### src/rtl/sap_pkg.sv
// Shared definitions for the SAP control sequencer: opcodes, control-word layout, idle word.
package sap_pkg;

    localparam logic [3:0] OP_NOP = 4'b0000;
    localparam logic [3:0] OP_LDA = 4'b0001;
    localparam logic [3:0] OP_ADD = 4'b0010;
    localparam logic [3:0] OP_SUB = 4'b0011;
    localparam logic [3:0] OP_STA = 4'b0100;
    localparam logic [3:0] OP_LDI = 4'b0101;
    localparam logic [3:0] OP_JMP = 4'b0110;
    localparam logic [3:0] OP_JC  = 4'b0111;
    localparam logic [3:0] OP_JZ  = 4'b1000;
    localparam logic [3:0] OP_OUT = 4'b1110;
    localparam logic [3:0] OP_HLT = 4'b1111;

    localparam int unsigned CW_WIDTH           = 16;
    localparam int unsigned CW_PC_ENABLE       = 0;
    localparam int unsigned CW_PC_BUS_ENABLE_N = 1;
    localparam int unsigned CW_JUMP_N          = 2;
    localparam int unsigned CW_MAR_LOAD_N      = 3;
    localparam int unsigned CW_RAM_LOAD_N      = 4;
    localparam int unsigned CW_RAM_OUT_N       = 5;
    localparam int unsigned CW_IR_LOAD_N       = 6;
    localparam int unsigned CW_IR_OUT_N        = 7;
    localparam int unsigned CW_A_LOAD_N        = 8;
    localparam int unsigned CW_A_OUT_N         = 9;
    localparam int unsigned CW_B_LOAD_N        = 10;
    localparam int unsigned CW_SUM_OUT_N       = 11;
    localparam int unsigned CW_OUT_LOAD_N      = 12;
    localparam int unsigned CW_FLAGS_LOAD_N    = 13;
    localparam int unsigned CW_SUBTRACT        = 14;
    localparam int unsigned CW_HALT            = 15;

    // Active-low strobes sit at 1, active-high controls at 0.
    localparam logic [CW_WIDTH-1:0] CW_IDLE = 16'h3FFE;

    // Drive one control-word bit to its active level.
    function automatic logic [CW_WIDTH-1:0] cw_assert(input logic [CW_WIDTH-1:0] cw,
                                                      input int unsigned idx);
        logic [CW_WIDTH-1:0] res;
        res = cw;
        res[idx] = ~CW_IDLE[idx];
        return res;
    endfunction

endpackage

### src/rtl/control_rom.sv
// Combinational microcode decode: (step, opcode, flags) -> control word.
// JC/JZ are decoded only when CONDITIONAL_JUMP_EN is defined; otherwise they act as NOP.
module control_rom
    import sap_pkg::*;
(
    input  logic [2:0]          step,
    input  logic [3:0]          opcode,
    input  logic                carry,
    input  logic                zero,
    output logic [CW_WIDTH-1:0] cw
);

`ifndef CONDITIONAL_JUMP_EN
    logic unused_flags;
    assign unused_flags = carry ^ zero;
`endif

    always_comb begin
        cw = CW_IDLE;
        case (step)
            3'd0: begin
                cw = cw_assert(cw, CW_PC_BUS_ENABLE_N);
                cw = cw_assert(cw, CW_MAR_LOAD_N);
            end
            3'd1: begin
                cw = cw_assert(cw, CW_RAM_OUT_N);
                cw = cw_assert(cw, CW_IR_LOAD_N);
                cw = cw_assert(cw, CW_PC_ENABLE);
            end
            3'd2: begin
                case (opcode)
                    OP_LDA, OP_ADD, OP_SUB, OP_STA: begin
                        cw = cw_assert(cw, CW_IR_OUT_N);
                        cw = cw_assert(cw, CW_MAR_LOAD_N);
                    end
                    OP_LDI: begin
                        cw = cw_assert(cw, CW_IR_OUT_N);
                        cw = cw_assert(cw, CW_A_LOAD_N);
                    end
                    OP_JMP: begin
                        cw = cw_assert(cw, CW_IR_OUT_N);
                        cw = cw_assert(cw, CW_JUMP_N);
                    end
`ifdef CONDITIONAL_JUMP_EN
                    OP_JC, OP_JZ: begin
                        if ((opcode == OP_JC) ? carry : zero) begin
                            cw = cw_assert(cw, CW_IR_OUT_N);
                            cw = cw_assert(cw, CW_JUMP_N);
                        end
                    end
`endif
                    OP_OUT: begin
                        cw = cw_assert(cw, CW_A_OUT_N);
                        cw = cw_assert(cw, CW_OUT_LOAD_N);
                    end
                    OP_HLT: cw = cw_assert(cw, CW_HALT);
                    default: ;
                endcase
            end
            3'd3: begin
                case (opcode)
                    OP_LDA: begin
                        cw = cw_assert(cw, CW_RAM_OUT_N);
                        cw = cw_assert(cw, CW_A_LOAD_N);
                    end
                    OP_ADD, OP_SUB: begin
                        cw = cw_assert(cw, CW_RAM_OUT_N);
                        cw = cw_assert(cw, CW_B_LOAD_N);
                    end
                    OP_STA: begin
                        cw = cw_assert(cw, CW_A_OUT_N);
                        cw = cw_assert(cw, CW_RAM_LOAD_N);
                    end
                    default: ;
                endcase
            end
            3'd4: begin
                if (opcode == OP_ADD || opcode == OP_SUB) begin
                    cw = cw_assert(cw, CW_SUM_OUT_N);
                    cw = cw_assert(cw, CW_A_LOAD_N);
                    cw = cw_assert(cw, CW_FLAGS_LOAD_N);
                    if (opcode == OP_SUB) cw = cw_assert(cw, CW_SUBTRACT);
                end
            end
            default: ;
        endcase
    end

endmodule

### src/rtl/control_sequencer.sv
// SAP control sequencer: micro-step counter, sticky halt and control-word fan-out.
// Conditional jumps are enabled by defining CONDITIONAL_JUMP_EN.
module control_sequencer
    import sap_pkg::*;
#(
    parameter int unsigned STEPS = 5
) (
    input  logic       clk,
    input  logic       clear,
    input  logic [3:0] opcode,
    input  logic       carry_flag,
    input  logic       zero_flag,
    output logic       pc_enable,
    output logic       pc_bus_enable_n,
    output logic       jump_n,
    output logic       mar_load_n,
    output logic       ram_load_n,
    output logic       ram_out_n,
    output logic       ir_load_n,
    output logic       ir_out_n,
    output logic       a_load_n,
    output logic       a_out_n,
    output logic       b_load_n,
    output logic       sum_out_n,
    output logic       out_load_n,
    output logic       flags_load_n,
    output logic       subtract,
    output logic       halt,
    output logic [2:0] step
);

    localparam logic [2:0] LAST_STEP = 3'(STEPS - 1);

    logic [2:0]          step_q;
    logic                halted_q;
    logic [CW_WIDTH-1:0] rom_cw;
    logic [CW_WIDTH-1:0] cw;

    control_rom u_control_rom (
        .step   (step_q),
        .opcode (opcode),
        .carry  (carry_flag),
        .zero   (zero_flag),
        .cw     (rom_cw)
    );

    always_ff @(posedge clk or posedge clear) begin
        if (clear) begin
            step_q   <= 3'd0;
            halted_q <= 1'b0;
        end else if (!halted_q) begin
            if (step_q == 3'd2 && opcode == OP_HLT) begin
                halted_q <= 1'b1;
            end else if (step_q == LAST_STEP) begin
                step_q <= 3'd0;
            end else begin
                step_q <= step_q + 3'd1;
            end
        end
    end

    // Clear gates the word directly so strobes drop without waiting for a clock.
    always_comb begin
        cw = rom_cw;
        if (clear) begin
            cw = CW_IDLE;
        end else if (halted_q) begin
            cw = cw_assert(CW_IDLE, CW_HALT);
        end
    end

    assign pc_enable       = cw[CW_PC_ENABLE];
    assign pc_bus_enable_n = cw[CW_PC_BUS_ENABLE_N];
    assign jump_n          = cw[CW_JUMP_N];
    assign mar_load_n      = cw[CW_MAR_LOAD_N];
    assign ram_load_n      = cw[CW_RAM_LOAD_N];
    assign ram_out_n       = cw[CW_RAM_OUT_N];
    assign ir_load_n       = cw[CW_IR_LOAD_N];
    assign ir_out_n        = cw[CW_IR_OUT_N];
    assign a_load_n        = cw[CW_A_LOAD_N];
    assign a_out_n         = cw[CW_A_OUT_N];
    assign b_load_n        = cw[CW_B_LOAD_N];
    assign sum_out_n       = cw[CW_SUM_OUT_N];
    assign out_load_n      = cw[CW_OUT_LOAD_N];
    assign flags_load_n    = cw[CW_FLAGS_LOAD_N];
    assign subtract        = cw[CW_SUBTRACT];
    assign halt            = cw[CW_HALT];
    assign step            = step_q;

endmodule

### config.mk
export PLATFORM = sky130hd
export DESIGN_NAME = control_sequencer
export DESIGN_NICKNAME = d
export VERILOG_FILES = /design/src/rtl/sap_pkg.sv /design/src/rtl/control_rom.sv /design/src/rtl/control_sequencer.sv
export SDC_FILE = /design/constraint.sdc
export NUM_CORES = 1
export LEC_CHECK = 0
export CAP_MARGIN = 10
export CORE_ASPECT_RATIO = 1.2
export CORE_MARGIN = 3
export CORE_UTILIZATION = 35
export DETAILED_ROUTE_END_ITERATION = 10
export GPL_ROUTABILITY_DRIVEN = 0
export MAX_ROUTING_LAYER = met4
export PLACE_DENSITY = 0.8
export SLEW_MARGIN = 20
export SYNTH_ARGS = -nofsm -noshare
export SYNTH_HDL_FRONTEND = slang
export SYNTH_HIERARCHICAL = 1
export SYNTH_SLANG_ARGS = --single-unit
### constraint.sdc
create_clock -name clk -period 2 [get_ports clk]
set_input_delay 0.4 -clock clk [delete_from_list [all_inputs] [get_ports clk]]
set_output_delay 0.4 -clock clk [all_outputs]
set_load 0.03 [all_outputs]
==> impl_results.md, run 1 <==
- Boundary Pins: 27
- Source-to-sink clock delay at the later pin of the worst-skew pair: 0.23 ns
- Min-Delay Path Class: in -> async
- Maximum capacitance violations: 0
- Initial drt markers: 19
- Most instantiated library cell after synthesis: sky130_fd_sc_hd__or3_1
- Average wire per standard cell: 13.8 microns
- Slowest Stage Delay on Critical Path: 0.46 ns
- Share of total power in sequential cells: 19.1%
- Top cell types by occurrence after synthesis: sky130_fd_sc_hd__or3_1, sky130_fd_sc_hd__inv_1, sky130_fd_sc_hd__nor2_1
- Largest cells by area after synthesis: sky130_fd_sc_hd__dfrtp_1, sky130_fd_sc_hd__or3_1, sky130_fd_sc_hd__ha_1, sky130_fd_sc_hd__mux2_4, sky130_fd_sc_hd__nor4b_4
- Htree depth: 1
- Cell row count: 16
- Mean post-synth cell area: 7.99 sq um
- Number of buffers and inverters on the critical path: 2
- Worst Path Class, Setup: reg -> out
- Clock tree from TritonCTS: done
- Transition time at the pin with the least slew margin: 0.510 ns
- Critical path startpoint category: flip-flop
- Max rail drop VDD: 0.000860 V
- Unrepaired setup endpoints after global routing: yes
- Top delay family on crit path: simple AND/OR/NAND/NOR gates
- Non-Filler Instances: 141
- Horizontal die dimension: 44.5 microns
- Critical Path Stages: 5
- Synth unique cells: 36
- Largest net degree at the start of global routing: 17
- Final count of pins violating max slew: 0
- Register bit count reported by yosys: 4
- Switching power: 0.597 mW
- Syn-to-layout area delta: 84.9%
- Cell mode on critical path: sky130_fd_sc_hd__buf_6
- Element type at the critical path end: output pin
- Wire length after detailed routing: 1950 microns
- CP Data Arrival Time: 1.69 ns
- Post-route clock skew: 0.00287 ns
- Antenna violations before repair: 0
- TritonCTS buffer count: 3
- Vias in the first global route: 701
- Via total after detailed routing: 764
- Hold-fix buffer count after cts: 0
- Library cell contributing the largest single delay on the critical path: sky130_fd_sc_hd__dfrtp_2
- Detailed-placement wirelength estimate: 1360 microns
- Proportion of power drawn by the clock network: 7.7%
- Net count of the mapped netlist: 89
- Number of enable flip-flop cells after synthesis: 0
- Dpl cells: 132
- Met2 track demand over resource in global routing: 28.7%
- Part of the cycle the worst path needs: 104%
- Global-route wire length before repair: 3190 microns
- Maximum clock rate: 479 MHz
- Placement-stage worst setup slack: -0.759 ns
- Portion of the post-synthesis area used by sequential elements: 16.1%
- Effective utilization at floorplan: 37.5%
- Critical Path, Cell by Cell: buf_6 -> and2b_2 -> nand4_1 -> or3_4 -> buf_6
- Fraction of met3 tracks used by global routing: 3.09%
- Overflow left after global routing: 0
- Clock tree root buffer cell: sky130_fd_sc_hd__clkbuf_4
- Setup slack of the worst register-to-register path: 0.31 ns
- Leak: 0.516 nW
- Instance count of the mapped netlist: 78
- Clk slew on worst S/H paths: 0.04 ns
- Overall Global Routing Usage: 18.4%
- 1st-pass router iterations: 5
- Core Area: 0.00166 sq mm
- Count of buffers inserted at the top-level ports: 24
- Average via count per standard cell: 5.42
- Crit. Startpoint: step[2]$_DFFE_PP0P_
- Remaining antenna violation count after routing: 0
- Layout Nets: 136
- Area share of the largest cell type after synthesis: 16.1%
- Worst R2R End: step[0]$_DFFE_PP0P_
- Reg2reg start: step[0]$_DFFE_PP0P_
- Count of clock tree sinks: 4
- Cell type with the highest aggregate area in the netlist: sky130_fd_sc_hd__dfrtp_1
- Max FO, Critical Path: 6
- Post-detailed-route DRC marker count: 0
- Portion of total power attributed to combinational logic: 73.2%
- Floorplan die area: 0.00232 sq mm
- Fin. Hold Viols: 0
- Max-slew headroom: 66.0%
- Asr flop ratio synth: 100%
- Switching fraction of total power: 46.3%
- Required time worst endpoint: 1.60 ns
- Final number of setup-violating endpoints: 13
- Number of synthesis warnings: 6
- Max Buffers Root-to-Sink: 2
- Internal power component: 0.693 mW
- Diode count: 0
- Vertical extent of the die: 52.2 microns
- Depth of the most critical reg-to-reg path: 6
- Violations in the final reports: setup timing
- Worst setup path end: b_load_n
- Power density over cell area: 1120 mW/mm^2
- Layout cells sized above 1: 61.0%
- Synthesized area: 623 sq um
- Setup slack of the critical path after layout: -0.0874 ns
- Minimum clock period: 2.09 ns
- Dominant synthesized flop cell: sky130_fd_sc_hd__dfrtp_1
- Global-route track usage on met1: 23.7%
- Status: finished with violations
- Highest-utilization routing layer at the global route stage: met2
flip-flops by register name (all words and copies together), names as in the netlist:
name / cells
step: 3
halted_q: 1
cell usage in the layout, fill, tap and decap left out, types with 3 or more instances in the layout:
master	Yosys	routed
sky130_fd_sc_hd__buf_4	1	21
sky130_fd_sc_hd__buf_6	1	20
sky130_fd_sc_hd__or3_1	14	9
sky130_fd_sc_hd__inv_1	6	5
sky130_fd_sc_hd__or3_4	0	5
sky130_fd_sc_hd__nor2_1	5	4
sky130_fd_sc_hd__nand2b_1	3	3
sky130_fd_sc_hd__ha_1	3	3
sky130_fd_sc_hd__clkbuf_4	0	3
sky130_fd_sc_hd__clkdlybuf4s50_1	0	3
sky130_fd_sc_hd__buf_2	3	3
sky130_fd_sc_hd__dfrtp_2	0	3
worst min-delay path by stage:
stage	start	endpoint	slack, ns	cells after the start
3_5_place_dp	step[1]$_DFFE_PP0P_	step[1]$_DFFE_PP0P_	0.76	2
2_1_floorplan	clear	halted_q$_DFF_PP0_	0.38	2
5_1_grt	clear	halted_q$_DFF_PP0_	0.58	3
4_1_cts	clear	step[0]$_DFFE_PP0P_	0.54	3
6_report	clear	step[2]$_DFFE_PP0P_	0.55	3
3_3_place_gp	step[1]$_DFFE_PP0P_	step[1]$_DFFE_PP0P_	0.74	2
worst min-delay path: cells and delay by family:
kind,cells,cell delay (ns)
buffers and inverters,3,0.72
per-stage QoR:
stage / setup TNS, ns / power (mW) / cell area, sq um / hold slack, ns / util, %
6_report: -0.625 / 1.29 / 1150 / 0.547 / 69.4
5_1_grt: -1.33 / 1.38 / 1150 / 0.581 / 69.4
3_3_place_gp: -8.27 / 1.04 / 1000 / 0.744 / 60.2
4_1_cts: -0.480 / 1.23 / 1090 / 0.542 / 65.7
2_1_floorplan: 0 / 0.710 / 643 / 0.383 / -
3_5_place_dp: -8.66 / 1.07 / 1000 / 0.760 / 60.2
cell type report:
| cell class | instances | area (sq um) |
|---|---|---|
| repair buffers | 49 | 445 |
| multi-input cells | 61 | 536 |
| inverters | 6 | 22.5 |
| well taps | 18 | 22.5 |
| clock buffers | 3 | 22.5 |
| fillers | 131 | 509 |
| flip-flops and latches | 4 | 104 |
routing by layer:
| layer | share of wire (%) | routed length (microns) | vias up |
|---|---|---|---|
| li1 | - | - | 366 |
| met1 | 41 | 794 | 357 |
| met2 | 51 | 1000 | 33 |
| met3 | 6.1 | 118 | 8 |
| met4 | 1.7 | 33 | 0 |
| met5 | 0 | 0 | - |
power by group through the flow:
stage               sequential (mW)  clock (mW)  combinational (mW)
finish                        0.247      0.0991               0.944
detailed placement            0.239           0               0.832
CTS                           0.242       0.101               0.888
global route                  0.258       0.106                1.01
global placement              0.233           0               0.812
floorplan                     0.271           0               0.439
logic make-up after synthesis:
| group | share of synthesized area (%) |
|---|---|
| XOR/XNOR | 1.41 |
| adder cells (fa/ha/maj) | 6.02 |
| AND/OR/NAND/NOR | 49.2 |
| multiplexers | 4.82 |
| buffers and inverters | 10.2 |
| flip-flops | 16.1 |
| AO/OA/AOI/OAI | 12.2 |
repair_timing:
| action | CTS | global route |
|---|---|---|
| buffers inserted | 5 | 1 |
| endpoints found under the setup margin | 16 | 17 |
| resized for setup | 112 | 17 |
| pin swaps | 11 | 8 |
Note: power is estimated with default switching activity, not from simulation.
==> inputs of run 2 (changes only) <==
- CTS_BUF_LIST: default -> sky130_fd_sc_hd__clkbuf_2 sky130_fd_sc_hd__clkbuf_4 sky130_fd_sc_hd__clkbuf_8
==> results of run 2 <==
Final layout, timing and power as in run 1 (identical DEF).
==> inputs of run 3 (changes only) <==
- CORE_MARGIN: 3 -> 1.5
- MAX_ROUTING_LAYER: met4 -> default
- TNS_END_PERCENT: default -> 100
==> run 3 against run 2 <==
Against the previous run:
- the run still ends with setup timing left
- power down 7.8%
- clock skew up 0.0039 ns
- die area down 12%
- clock-buffer cell count up 1
- utilization down 7.8 points
- via count down 8.8%
- critical path depth unchanged
- hold slack worse by 0.016 ns
- fmax up 2.0%
- combinational power down 12%
- first-iteration DRC count down 58%
- critical endpoint is now flags_load_n
- largest power group unchanged
==> impl_results.md, run 3 (synthesis results as in run 1) <==
- Status: finished with violations
- Violations in the final reports: setup timing
- Power density over cell area: 1180 mW/mm^2
- Fin. Hold Viols: 0
- Average via count per standard cell: 5.01
- Effective utilization at floorplan: 38.0%
- Global-route wire length before repair: 2500 microns
- Reg2reg start: step[0]$_DFFE_PP0P_
- Required time worst endpoint: 1.60 ns
- Max rail drop VDD: 0.00103 V
- Unrepaired setup endpoints after global routing: yes
- 1st-pass router iterations: 3
- Wire length after detailed routing: 1540 microns
- Floorplan die area: 0.00204 sq mm
- Overflow left after global routing: 0
- Library cell contributing the largest single delay on the critical path: sky130_fd_sc_hd__dfrtp_2
- Setup slack of the worst register-to-register path: 0.19 ns
- Count of buffers inserted at the top-level ports: 24
- Fraction of the core area covered by cells at the end of the flow: 61.5%
- Detailed-placement wirelength estimate: 1200 microns
- Final number of setup-violating endpoints: 3
- Critical path startpoint category: flip-flop
- Remaining antenna violation count after routing: 0
- Most frequent cells in the layout: sky130_fd_sc_hd__buf_4, sky130_fd_sc_hd__or3_1, sky130_fd_sc_hd__buf_2
- Final count of pins violating max slew: 0
- TritonCTS buffer count: 3
- Antenna violations before repair: 0
- Max-slew headroom: 75.8%
- Min-Delay Path Class: in -> async
- Most frequent standard cell in the layout excluding fill and tap cells: sky130_fd_sc_hd__buf_4
- Largest net degree at the start of global routing: 16
- Element type at the critical path end: output pin
- Leak: 0.440 nW
- Maximum clock rate: 489 MHz
- Clock tree root buffer cell: sky130_fd_sc_hd__clkbuf_4
- Via total after detailed routing: 697
- Core Area: 0.00164 sq mm
- Max Buffers Root-to-Sink: 2
- Clk slew on worst S/H paths: 0.04 ns
- Hold-fix buffer count after cts: 0
- Initial drt markers: 8
- Worst R2R End: step[0]$_DFFE_PP0P_
- Part of the cycle the worst path needs: 102%
- Layout cells sized above 1: 53.7%
- Overall Global Routing Usage: 14.5%
- Max FO, Critical Path: 7
- Placed Instance Area: 1000 sq um
- Top delay family on crit path: simple AND/OR/NAND/NOR gates
- Slowest Stage Delay on Critical Path: 0.42 ns
- Average wire per standard cell: 11.1 microns
- Setup slack of the critical path after layout: -0.0456 ns
- Hold Slack: 0.531 ns
- Cell row count: 16
- Vertical extent of the die: 49.2 microns
- CP Data Arrival Time: 1.65 ns
- Clock tree from TritonCTS: done
- Critical Path, Cell by Cell: nand2_2 -> nor4b_4 -> inv_1 -> or3_4 -> buf_6
- Vias in the first global route: 581
- Count of clock tree sinks: 4
- Diode count: 0
- Htree depth: 1
- Maximum capacitance violations: 0
- Layout Nets: 133
- Number of buffers and inverters on the critical path: 2
- Post-route clock skew: 0.00677 ns
- Flip-flop count of the largest register, all copies and words added: 3
- Horizontal die dimension: 41.5 microns
- Syn-to-layout area delta: 62.0%
- Transition time at the pin with the least slew margin: 0.364 ns
- Boundary Pins: 27
- Worst Path Class, Setup: reg -> out
- Depth of the most critical reg-to-reg path: 7
- Source-to-sink clock delay at the later pin of the worst-skew pair: 0.23 ns
- Post-detailed-route DRC marker count: 0
- Minimum clock period: 2.05 ns
- Final standard cell area without fillers: 0.00101 sq mm
==> run 3: changes by cell type in the layout (fill, tap and decap cells not counted), moves of 2 or more <==
cell / before / now
sky130_fd_sc_hd__buf_6: 20 / 5
sky130_fd_sc_hd__or3_4: 5 / 2
sky130_fd_sc_hd__nor3b_4: 2 / 0
sky130_fd_sc_hd__buf_2: 3 / 11
sky130_fd_sc_hd__or3_1: 9 / 12
sky130_fd_sc_hd__buf_4: 21 / 25
sky130_fd_sc_hd__nor3b_2: 0 / 2
==> run 3: where the power goes <==
part	internal (mW)	switching [mW]
Combinational	0.437	0.394
Clock	0.0883	0.0314
Sequential	0.130	0.110
==> run 3: how the worst max path moves through the flow <==
stage                         endpoint  cells past startpoint  slack, ns                start
after CTS                   out_load_n                      5      -0.09  step[0]$_DFFE_PP0P_
after global routing      flags_load_n                      5      -0.12  step[2]$_DFFE_PP0P_
after floorplan               subtract                      3       0.07  step[0]$_DFFE_PP0P_
after global placement        a_load_n                      6      -0.85            opcode[2]
after detailed placement      a_load_n                      6      -0.84            opcode[2]
final                     flags_load_n                      5      -0.05  step[2]$_DFFE_PP0P_
==> run 3: area by class of cell <==
| type | count | area (sq um) |
|---|---|---|
| clock buffers | 4 | 30.0 |
| fillers | 150 | 632 |
| inverters | 6 | 22.5 |
| multi-input cells | 61 | 487 |
| flip-flops and latches | 4 | 104 |
| well taps | 18 | 22.5 |
| repair buffers | 46 | 344 |
==> run 3: what timing repair did <==
item	CTS	global route
resized for setup	83	13
setup buffers	1	2
setup endpoints to repair	15	12
pin swaps	1	4
==> run 3: tightest hold or removal path: cells and delay by family <==
family,cells,cell delay [ns]
buffers and inverters,3,0.70
==> run 3: metal layers <==
layer,track usage (%),up-vias,part of all wire [%]
li1,-,364,-
met1,21.3,317,48
met2,23.4,16,49
met3,0,0,3.0
met4,3.23,0,0
met5,0,-,0
==> run 3: through the flow <==
stage	setup slack, ns	setup TNS, ns	power (mW)	std cells
2_1_floorplan	0.0740	0	0.710	78
3_5_place_dp	-0.838	-8.93	1.05	132
3_3_place_gp	-0.846	-8.81	1.03	132
4_1_cts	-0.0862	-0.273	1.19	137
5_1_grt	-0.116	-0.541	1.28	139
6_report	-0.0456	-0.112	1.19	139
